[src/rtl/gpu_ci_arb_pkg.sv]
// gpu_ci_arb_pkg
//   Shared types and constants for the GPU custom-instruction arbiter.
//   - arb_state_t      : arbiter FSM states
//   - GPU_OP_W         : opcode width on the GPU CI port
//   - GPU_DATA_W       : operand / response data width
//   - GPU_CI_ERR_DATA  : default response data returned when a command times out
//   - idx_width()      : width of a hart index, never less than one bit
package gpu_ci_arb_pkg;

   typedef enum logic [1:0] {
      IDLE     = 2'd0,
      ISSUE    = 2'd1,
      WAIT_RSP = 2'd2,
      RETURN   = 2'd3
   } arb_state_t;

   localparam int GPU_OP_W   = 8;
   localparam int GPU_DATA_W = 64;

   localparam logic [GPU_DATA_W-1:0] GPU_CI_ERR_DATA = 64'hDEAD_0BAD_DEAD_0BAD;

   function automatic int idx_width(input int n);
      return (n > 1) ? $clog2(n) : 1;
   endfunction

endpackage

[src/rtl/gpu_ci_arbiter_rr_pick.sv]
// gpu_ci_rr_pick
//   Combinational round-robin picker. Finds the first asserted request when
//   scanning rr_ptr, rr_ptr+1, ... wrapping modulo N_REQ.
//   Ports:
//     req    in  N_REQ   request vector
//     rr_ptr in  IDX_W   index that has highest priority this cycle
//     grant  out N_REQ   one-hot grant (all zero when no request)
//     idx    out IDX_W   index of the granted request (0 when none)
//     any    out 1       at least one request present
module gpu_ci_rr_pick
   import gpu_ci_arb_pkg::*;
#(
   parameter  int N_REQ = 4,
   localparam int IDX_W = idx_width(N_REQ)
)(
   input  logic [N_REQ-1:0] req,
   input  logic [IDX_W-1:0] rr_ptr,
   output logic [N_REQ-1:0] grant,
   output logic [IDX_W-1:0] idx,
   output logic             any
);

   // Requests at or above the pointer win over the wrapped-around ones.
   logic [N_REQ-1:0] upper_req;
   logic [N_REQ-1:0] scan_req;

   for (genvar gi = 0; gi < N_REQ; gi++) begin : g_upper
      assign upper_req[gi] = req[gi] && (rr_ptr <= IDX_W'(gi));
   end

   // If nothing sits at/above the pointer, every requester is below it, so the
   // lowest one of the full vector is the first reached after wrapping.
   assign scan_req = (|upper_req) ? upper_req : req;
   assign any      = |req;

   always_comb begin
      idx = '0;
      // Scan downwards so the lowest set bit is the last one written.
      for (int i = N_REQ - 1; i >= 0; i--) begin
         if (scan_req[i]) begin
            idx = IDX_W'(i);
         end
      end
   end

   for (genvar gi = 0; gi < N_REQ; gi++) begin : g_grant
      assign grant[gi] = any && (idx == IDX_W'(gi));
   end

endmodule

[src/rtl/gpu_ci_arbiter.sv]
// gpu_ci_arbiter
//   Shares one GPU custom-instruction port among N_REQ harts. Round-robin grant,
//   one command outstanding at a time, response routed back to the issuing hart.
//   Optional feature macro: GPU_CI_ARB_TIMEOUT_EN -- when defined, a 16-bit wait
//   counter returns ERR_DATA after TIMEOUT_CYCLES in WAIT_RSP and sets the sticky
//   timeout_flag; when undefined, WAIT_RSP waits forever and timeout_flag is 0.
//   Ports:
//     clk, rst_n                    clock, asynchronous active-low reset
//     req_valid/op/arg0/arg1        per-hart command (hart i at slice i)
//     req_ready                     one-hot command accept (IDLE only)
//     req_rsp_valid/req_rsp_data    one-hot response to owner, shared data bus
//     req_rsp_ready                 per-hart response accept
//     gpu_ci_valid/op/arg0/arg1     latched command to the GPU
//     gpu_ci_ready                  GPU accepts command
//     gpu_ci_rsp_valid/data/ready   GPU response handshake
//     busy                          state != IDLE
//     owner                         index of the current / last owner
//     stale_cnt                     saturating count of discarded GPU responses
//     timeout_flag                  sticky timeout indication
module gpu_ci_arbiter
   import gpu_ci_arb_pkg::*;
#(
   parameter  int                    N_REQ          = 4,
   parameter  int                    TIMEOUT_CYCLES = 1024,
   parameter  logic [GPU_DATA_W-1:0] ERR_DATA       = GPU_CI_ERR_DATA,
   localparam int                    IDX_W          = idx_width(N_REQ)
)(
   input  logic                          clk,
   input  logic                          rst_n,
   input  logic [N_REQ-1:0]              req_valid,
   input  logic [GPU_OP_W*N_REQ-1:0]     req_op,
   input  logic [GPU_DATA_W*N_REQ-1:0]   req_arg0,
   input  logic [GPU_DATA_W*N_REQ-1:0]   req_arg1,
   output logic [N_REQ-1:0]              req_ready,
   output logic [N_REQ-1:0]              req_rsp_valid,
   output logic [GPU_DATA_W-1:0]         req_rsp_data,
   input  logic [N_REQ-1:0]              req_rsp_ready,
   output logic                          gpu_ci_valid,
   output logic [GPU_OP_W-1:0]           gpu_ci_op,
   output logic [GPU_DATA_W-1:0]         gpu_ci_arg0,
   output logic [GPU_DATA_W-1:0]         gpu_ci_arg1,
   input  logic                          gpu_ci_ready,
   input  logic                          gpu_ci_rsp_valid,
   input  logic [GPU_DATA_W-1:0]         gpu_ci_rsp_data,
   output logic                          gpu_ci_rsp_ready,
   output logic                          busy,
   output logic [IDX_W-1:0]              owner,
   output logic [7:0]                    stale_cnt,
   output logic                          timeout_flag
);

   // The wait counter is 16 bits wide; a budget it cannot count to is a build error.
   if (TIMEOUT_CYCLES < 1 || TIMEOUT_CYCLES > 65536) begin : g_bad_timeout
      $error("gpu_ci_arbiter: TIMEOUT_CYCLES must be in 1..65536");
   end

   arb_state_t              state_reg;
   logic [IDX_W-1:0]        rr_ptr_reg;
   logic [IDX_W-1:0]        owner_reg;
   logic [GPU_OP_W-1:0]     op_reg;
   logic [GPU_DATA_W-1:0]   arg0_reg;
   logic [GPU_DATA_W-1:0]   arg1_reg;
   logic [GPU_DATA_W-1:0]   data_reg;
   logic [7:0]              stale_cnt_reg;

   logic [N_REQ-1:0]        pick_grant;
   logic [IDX_W-1:0]        pick_idx;
   logic                    pick_any;
   logic [IDX_W-1:0]        rr_ptr_next;
   logic [GPU_OP_W-1:0]     pick_op;
   logic [GPU_DATA_W-1:0]   pick_arg0;
   logic [GPU_DATA_W-1:0]   pick_arg1;
   logic                    rsp_ack;
   logic                    timeout_hit;

   gpu_ci_rr_pick #(
      .N_REQ  (N_REQ)
   ) u_pick (
      .req    (req_valid),
      .rr_ptr (rr_ptr_reg),
      .grant  (pick_grant),
      .idx    (pick_idx),
      .any    (pick_any)
   );

   assign rr_ptr_next = (pick_idx == IDX_W'(N_REQ - 1)) ? '0 : pick_idx + 1'b1;

   // Mux the winning hart's command; pick_grant is one-hot or zero.
   always_comb begin
      pick_op   = '0;
      pick_arg0 = '0;
      pick_arg1 = '0;
      for (int i = 0; i < N_REQ; i++) begin
         if (pick_grant[i]) begin
            pick_op   = req_op[i*GPU_OP_W +: GPU_OP_W];
            pick_arg0 = req_arg0[i*GPU_DATA_W +: GPU_DATA_W];
            pick_arg1 = req_arg1[i*GPU_DATA_W +: GPU_DATA_W];
         end
      end
   end

   for (genvar gi = 0; gi < N_REQ; gi++) begin : g_hart
      assign req_ready[gi]     = (state_reg == IDLE) && pick_grant[gi];
      assign req_rsp_valid[gi] = (state_reg == RETURN) && (owner_reg == IDX_W'(gi));
   end

   assign rsp_ack = |(req_rsp_valid & req_rsp_ready);

`ifdef GPU_CI_ARB_TIMEOUT_EN
   localparam logic [15:0] TIMEOUT_LAST = 16'(TIMEOUT_CYCLES - 1);

   logic [15:0] wait_cnt_reg;
   logic        timeout_flag_reg;

   // A real response in the final cycle still wins over the timeout.
   assign timeout_hit = (state_reg == WAIT_RSP) && !gpu_ci_rsp_valid &&
                        (wait_cnt_reg == TIMEOUT_LAST);

   always_ff @(posedge clk or negedge rst_n) begin
      if (!rst_n) begin
         wait_cnt_reg     <= '0;
         timeout_flag_reg <= 1'b0;
      end else begin
         if (state_reg == ISSUE && gpu_ci_ready) begin
            wait_cnt_reg <= '0;
         end else if (state_reg == WAIT_RSP) begin
            wait_cnt_reg <= wait_cnt_reg + 16'd1;
         end
         if (timeout_hit) begin
            timeout_flag_reg <= 1'b1;
         end
      end
   end

   assign timeout_flag = timeout_flag_reg;
`else
   assign timeout_hit  = 1'b0;
   assign timeout_flag = 1'b0;
`endif

   always_ff @(posedge clk or negedge rst_n) begin
      if (!rst_n) begin
         state_reg     <= IDLE;
         rr_ptr_reg    <= '0;
         owner_reg     <= '0;
         op_reg        <= '0;
         arg0_reg      <= '0;
         arg1_reg      <= '0;
         data_reg      <= '0;
         stale_cnt_reg <= '0;
      end else begin
         // Nobody is waiting for a response in IDLE/ISSUE: drop it and count it.
         if (gpu_ci_rsp_valid && (state_reg == IDLE || state_reg == ISSUE) &&
             stale_cnt_reg != 8'hFF) begin
            stale_cnt_reg <= stale_cnt_reg + 8'd1;
         end
         case (state_reg)
            IDLE: begin
               if (pick_any) begin
                  owner_reg  <= pick_idx;
                  op_reg     <= pick_op;
                  arg0_reg   <= pick_arg0;
                  arg1_reg   <= pick_arg1;
                  rr_ptr_reg <= rr_ptr_next;
                  state_reg  <= ISSUE;
               end
            end
            ISSUE: begin
               if (gpu_ci_ready) begin
                  state_reg <= WAIT_RSP;
               end
            end
            WAIT_RSP: begin
               if (gpu_ci_rsp_valid || timeout_hit) begin
                  data_reg  <= gpu_ci_rsp_valid ? gpu_ci_rsp_data : ERR_DATA;
                  state_reg <= RETURN;
               end
            end
            RETURN: begin
               if (rsp_ack) begin
                  state_reg <= IDLE;
               end
            end
            default: state_reg <= IDLE;
         endcase
      end
   end

   assign gpu_ci_valid     = (state_reg == ISSUE);
   assign gpu_ci_op        = op_reg;
   assign gpu_ci_arg0      = arg0_reg;
   assign gpu_ci_arg1      = arg1_reg;
   assign gpu_ci_rsp_ready = (state_reg != RETURN);
   assign req_rsp_data     = data_reg;
   assign busy             = (state_reg != IDLE);
   assign owner            = owner_reg;
   assign stale_cnt        = stale_cnt_reg;

endmodule

[config.mk]
export PLATFORM = sky130hd
export DESIGN_NAME = gpu_ci_arbiter
export DESIGN_NICKNAME = d
export VERILOG_FILES = /design/src/rtl/gpu_ci_arb_pkg.sv /design/src/rtl/gpu_ci_arbiter_rr_pick.sv /design/src/rtl/gpu_ci_arbiter.sv
export SDC_FILE = /design/constraint.sdc
export NUM_CORES = 1
export LEC_CHECK = 0
export BUFFER_PORTS_ARGS = -buffer_cell sky130_fd_sc_hd__buf_2
export CORE_AREA = 4 4 326 328
export CTS_BUF_LIST = sky130_fd_sc_hd__clkbuf_16
export CTS_CLUSTER_DIAMETER = 50
export DETAILED_ROUTE_END_ITERATION = 10
export DIE_AREA = 0 0 330 332
export SLEW_MARGIN = 0
export SYNTH_ARGS = -nofsm -noshare
export SYNTH_HDL_FRONTEND = slang
export SYNTH_SLANG_ARGS = --single-unit
[constraint.sdc]
create_clock -name clk -period 2.7 [get_ports clk]
set_clock_uncertainty 0.1 [all_clocks]
set_input_delay 0.27 -clock clk [delete_from_list [all_inputs] [get_ports clk]]
set_output_delay 0.27 -clock clk [all_outputs]
set_load 0.005 [all_outputs]
==> results_tabular.tex <==
\begin{tabular}{lr}
\hline
Metric & Value \\
\hline
\multicolumn{2}{l}{\textbf{Run status}} \\
\quad Result of the run & completed \\
\multicolumn{2}{l}{\textbf{Worst setup path}} \\
\quad Nature of the critical path endpoint & output port \\
\quad Beginning of the critical path & rr\_ptr\_reg[1] \\
\quad Arr. time, crit path & approximately 2.3 ns \\
\quad Ordered list of cells on the worst path & nand2b\_4, a21oi\_2, or3\_4, inv\_4, ha\_4, buf\_16, and2\_1, buf\_2 \\
\quad Master of the slowest instance on the critical path & or3\_4 \\
\quad Highest net fanout along the worst path & 5 \\
\quad Source of the worst register-to-register timing path & rr\_ptr\_reg[0] \\
\quad Worst path buffer plus inverter count & 3 \\
\quad Flop2flop setup slack & roughly 0.07 ns \\
\quad Kind of cell adding the most delay to the critical path & simple AND/OR/NAND/NOR gates \\
\quad Critical Setup Path Class & register to output port \\
\quad End of the worst register-to-register path & gpu\_ci\_arg0[24] \\
\quad Slowest Stage Delay on Critical Path & roughly 0.43 ns \\
\quad Worst Reg-to-Reg Cells & 12 \\
\quad Required time of the critical path & $\sim$2.3 ns \\
\quad Startpoint Class & register \\
\multicolumn{2}{l}{\textbf{Placement}} \\
\quad Routability congestion estimate from global placement & between 0.9 and 1 \\
\quad Post-detail-place hpwl & around 55000 µm \\
\quad Input/output buffers & 840 \\
\multicolumn{2}{l}{\textbf{Timing}} \\
\quad Maximum clock frequency & between 0.3 and 0.4 GHz \\
\quad Ratio of final minimum period to clock period & between 90\% and 100\% \\
\quad Final Max Tran Viols & 0 \\
\quad Final number of setup-violating endpoints & 0 \\
\quad Max-slew headroom at the worst pin & a little over half \\
\quad Actual transition at the worst max-transition pin & 0.6870 ns \\
\quad TNS Setup & 0 ns \\
\quad Unrepaired setup endpoints after global routing & yes \\
\quad Final critical path time including I/O delays and setup & roughly 2.7 ns \\
\quad Final number of hold-violating endpoints & 0 \\
\multicolumn{2}{l}{\textbf{Global routing}} \\
\quad Total routing resource utilization after global routing & 12.85\% \\
\quad Vias in the first global route & 16190 \\
\quad Grt ovf & 0 \\
\quad Initial antenna violation count & 22 \\
\quad Global-route wire length before repair & roughly 100000 µm \\
\quad Maximum number of pins on one net before global-route repair & between 80 and 90 \\
\multicolumn{2}{l}{\textbf{Clock tree}} \\
\quad Depth of the CTS H-tree & 2 \\
\quad Worst-skew pair later-pin latency & about 0.55 ns \\
\quad TritonCTS clock tree & yes \\
\quad Num Clock Sinks & 214 \\
\quad Clock transition at the registers of the reported paths & 0.06 ns \\
\quad Clk root buf & clkbuf\_16 \\
\quad Clock buffers created by TritonCTS & 36 \\
\quad Maximum clock path buffer count & 3 \\
\multicolumn{2}{l}{\textbf{Floorplan}} \\
\quad Starting density of the core & between 10\% and 20\% \\
\quad Vert. Die Dim & between 300 and 400 µm \\
\quad Row cnt & 118 \\
\quad Count of pins on the block boundary & 842 \\
\quad Floorplan Core Area & between 100000 and 150000 µm² \\
\quad Chip Width & $\sim$330 µm \\
\quad Floorplan die area & approximately 110000 µm² \\
\multicolumn{2}{l}{\textbf{Run}} \\
\quad Max-cap violations & 0 \\
\multicolumn{2}{l}{\textbf{Synth}} \\
\quad Number of flops mapped to enable cells by yosys & 0 \\
\quad Post-Synthesis Cell Area & 12730 µm² \\
\quad Sequential cell area fraction in the yosys report & a little over two fifths \\
\quad Post-synth top area share & between 40\% and 50\% \\
\quad Most area-hungry cell type in the Yosys netlist & dfrtp\_1 \\
\quad Cells after synthesis & $\sim$1600 \\
\quad Flop and latch count out of synthesis & about 210 \\
\quad Most common flop cell mapped by yosys & dfrtp\_1 \\
\quad Dominant cells by area after synthesis & dfrtp\_1 42\%, a21oi\_1 15\%, a22oi\_1 7.8\%, mux2\_2 5.9\%, o21ai\_0 5.3\% \\
\quad Number of different library cells in the post-synthesis netlist & 39 \\
\quad Synth Warn \# & 0 \\
\quad Mean post-synth cell area & between 8 and 9 µm² \\
\quad Async set-or-reset flop fraction in the synthesized netlist & between 90\% and 100\% \\
\quad Synthesized net count & about 2200 \\
\multicolumn{2}{l}{\textbf{Hold path}} \\
\quad Hold path start & req\_arg1[89] \\
\quad Min-delay worst type & primary input to register \\
\quad Worst Hold Endpoint & gpu\_ci\_arg1[25] \\
\quad Hold Path Cell Cnt & 5 \\
\multicolumn{2}{l}{\textbf{Finish}} \\
\quad Layout cell share with drive strength beyond 1 & slightly above 40\% \\
\quad Most common library cell in the layout ignoring fill and taps & buf\_2 \\
\quad Highest-count cells in the layout ignoring fill and taps & 838 x buf\_2, 387 x a21oi\_1, 214 x dfrtp\_1, 209 x dlygate4sd3\_1, 147 x inv\_1 \\
\quad Layout overhead on the synthesized area & 78.46\% \\
\quad Net count reported at finish & roughly 3300 \\
\quad Finished Core Util & between 20\% and 30\% \\
\quad Number of fill cells & roughly 11000 \\
\multicolumn{2}{l}{\textbf{Routing}} \\
\quad Routed via count divided by cell count & a little over 4 \\
\quad Final ANT Viol Nets & 0 \\
\quad Initial DRT Pass Iterations & 5 \\
\quad Final Routed Wirelength & around 76000 µm \\
\quad Detailed Route Iter0 Violations & 877 \\
\quad DR DRC count & 0 \\
\quad Total vias in the final route & 16290 \\
\quad Post-DR wirelength/cell & 18.76 µm \\
\multicolumn{2}{l}{\textbf{Power}} \\
\quad Static Leak & about 11 nW \\
\quad Areal power density over the cells & about 1100 nW/µm² \\
\quad Maximum resistive drop on vdd & $\sim$430 µV \\
\hline
\end{tabular}
[final cells by class]
cell class,count,area (µm²),share of cell area (%)
Clock inverter,26,222.7,0.9800
Sequential cell,214,5355,23.56
Clock buffer,37,925.9,4.074
Inverter,145,546.8,2.406
Multi-Input combinational cell,1084,6186,27.22
Timing Repair Buffer,1158,7751,34.11
Tap cell,1380,1727,7.597
Antenna cell,5,12.51,0.05505
[worst register-to-register path: cells and delay by family, from the launching register on]
kind	cells	cell delay (ns)
AOI/OAI and AO/OA	6	0.96
buffers and inverters	4	0.65
DFF	1	0.43
adders and majority gates	1	0.20
and+or+nand+nor	1	0.16
[metrics by stage]
stage | cell area, µm² | setup WS [ns] | cells | hold slack, ns | total power [mW]
global route | 22710 | -0.09839 | 4044 | 0.02923 | 25.93
global placement | 18920 | -0.04929 | 3746 | 0.1447 | 18.12
finish | 22730 | 0.04718 | 4049 | 0.05741 | 24.07
detailed placement | 18920 | -0.1302 | 3746 | 0.1484 | 18.29
floorplan | 12730 | 0.4045 | 1586 | -0.1256 | 12.83
CTS | 22600 | -0.03581 | 4041 | 0.001411 | 24.16
[kinds of logic (layout without fill, tap and decap cells)]
family / Yosys count / in the layout / synth area share (%)
flip-flops: 214 / 214 / 42.05
buffers and inverters: 288 / 1366 / 10.28
adder cells (fa/ha/maj): 10 / 10 / 0.9825
multiplexers: 71 / 71 / 6.259
other: 1 / 6 / 0.02945
XOR/XNOR: 7 / 7 / 0.4814
AND/OR/NAND/NOR: 312 / 312 / 9.727
AO/OA/AOI/OAI: 683 / 683 / 30.19
[cell usage after synthesis (all sizes together) (2+ instances only)]
| cell type | number |
|---|---|
| a21oi | 402 |
| dfrtp | 214 |
| inv | 145 |
| nor2 | 145 |
| nand2 | 141 |
| o21ai | 134 |
| a22oi | 133 |
| clkbuf | 78 |
| mux2 | 69 |
| buf | 65 |
| ha | 10 |
| xor2 | 6 |
| nand2b | 5 |
| nor3 | 5 |
| a211o | 4 |
| and2 | 4 |
| nand3 | 4 |
| a221oi | 3 |
| a31oi | 3 |
| mux2i | 2 |
| nor2b | 2 |
| nor3b | 2 |
[worst max-delay path by stage]
stage	cells past startpoint	slack, ns	endpoint
final	8	0.05	req_ready[3]
after global routing	12	-0.1	gpu_ci_arg0[6]
after CTS	9	-0.04	req_ready[1]
after detailed placement	11	-0.13	gpu_ci_arg0[43]
after global placement	9	-0.05	gpu_ci_arg0[43]
after floorplan	8	0.40	req_ready[3]
[power by group]
part | total (mW) | leakage, nW | internal, mW | switching (mW)
Sequential | 5.93 | 2.48 | 4.91 | 1.02
Clock | 4.52 | 0.580 | 2.78 | 1.74
Combinational | 13.6 | 7.74 | 6.07 | 7.55
[metal layers]
layer / track usage [%] / part of all wire, % / vias to the layer above
met5: 0 / 0.14 / -
met4: 4.741 / 3.6 / 18
met3: 3.915 / 9.5 / 155
met2: 21.76 / 47 / 893
met1: 15.26 / 40 / 7629
li1: - / - / 7595
[what timing repair did]
item | CTS | global route
cloned | 9 | 1
setup endpoints to repair | 7 | 76
gates resized for setup | 13 | 38
setup buffers | 15 | 3
endpoints found under the hold margin | 348 | 0
pin swaps | 6 | 13
hold buffers | 209 | 0
(Power assumes the default switching activity.)
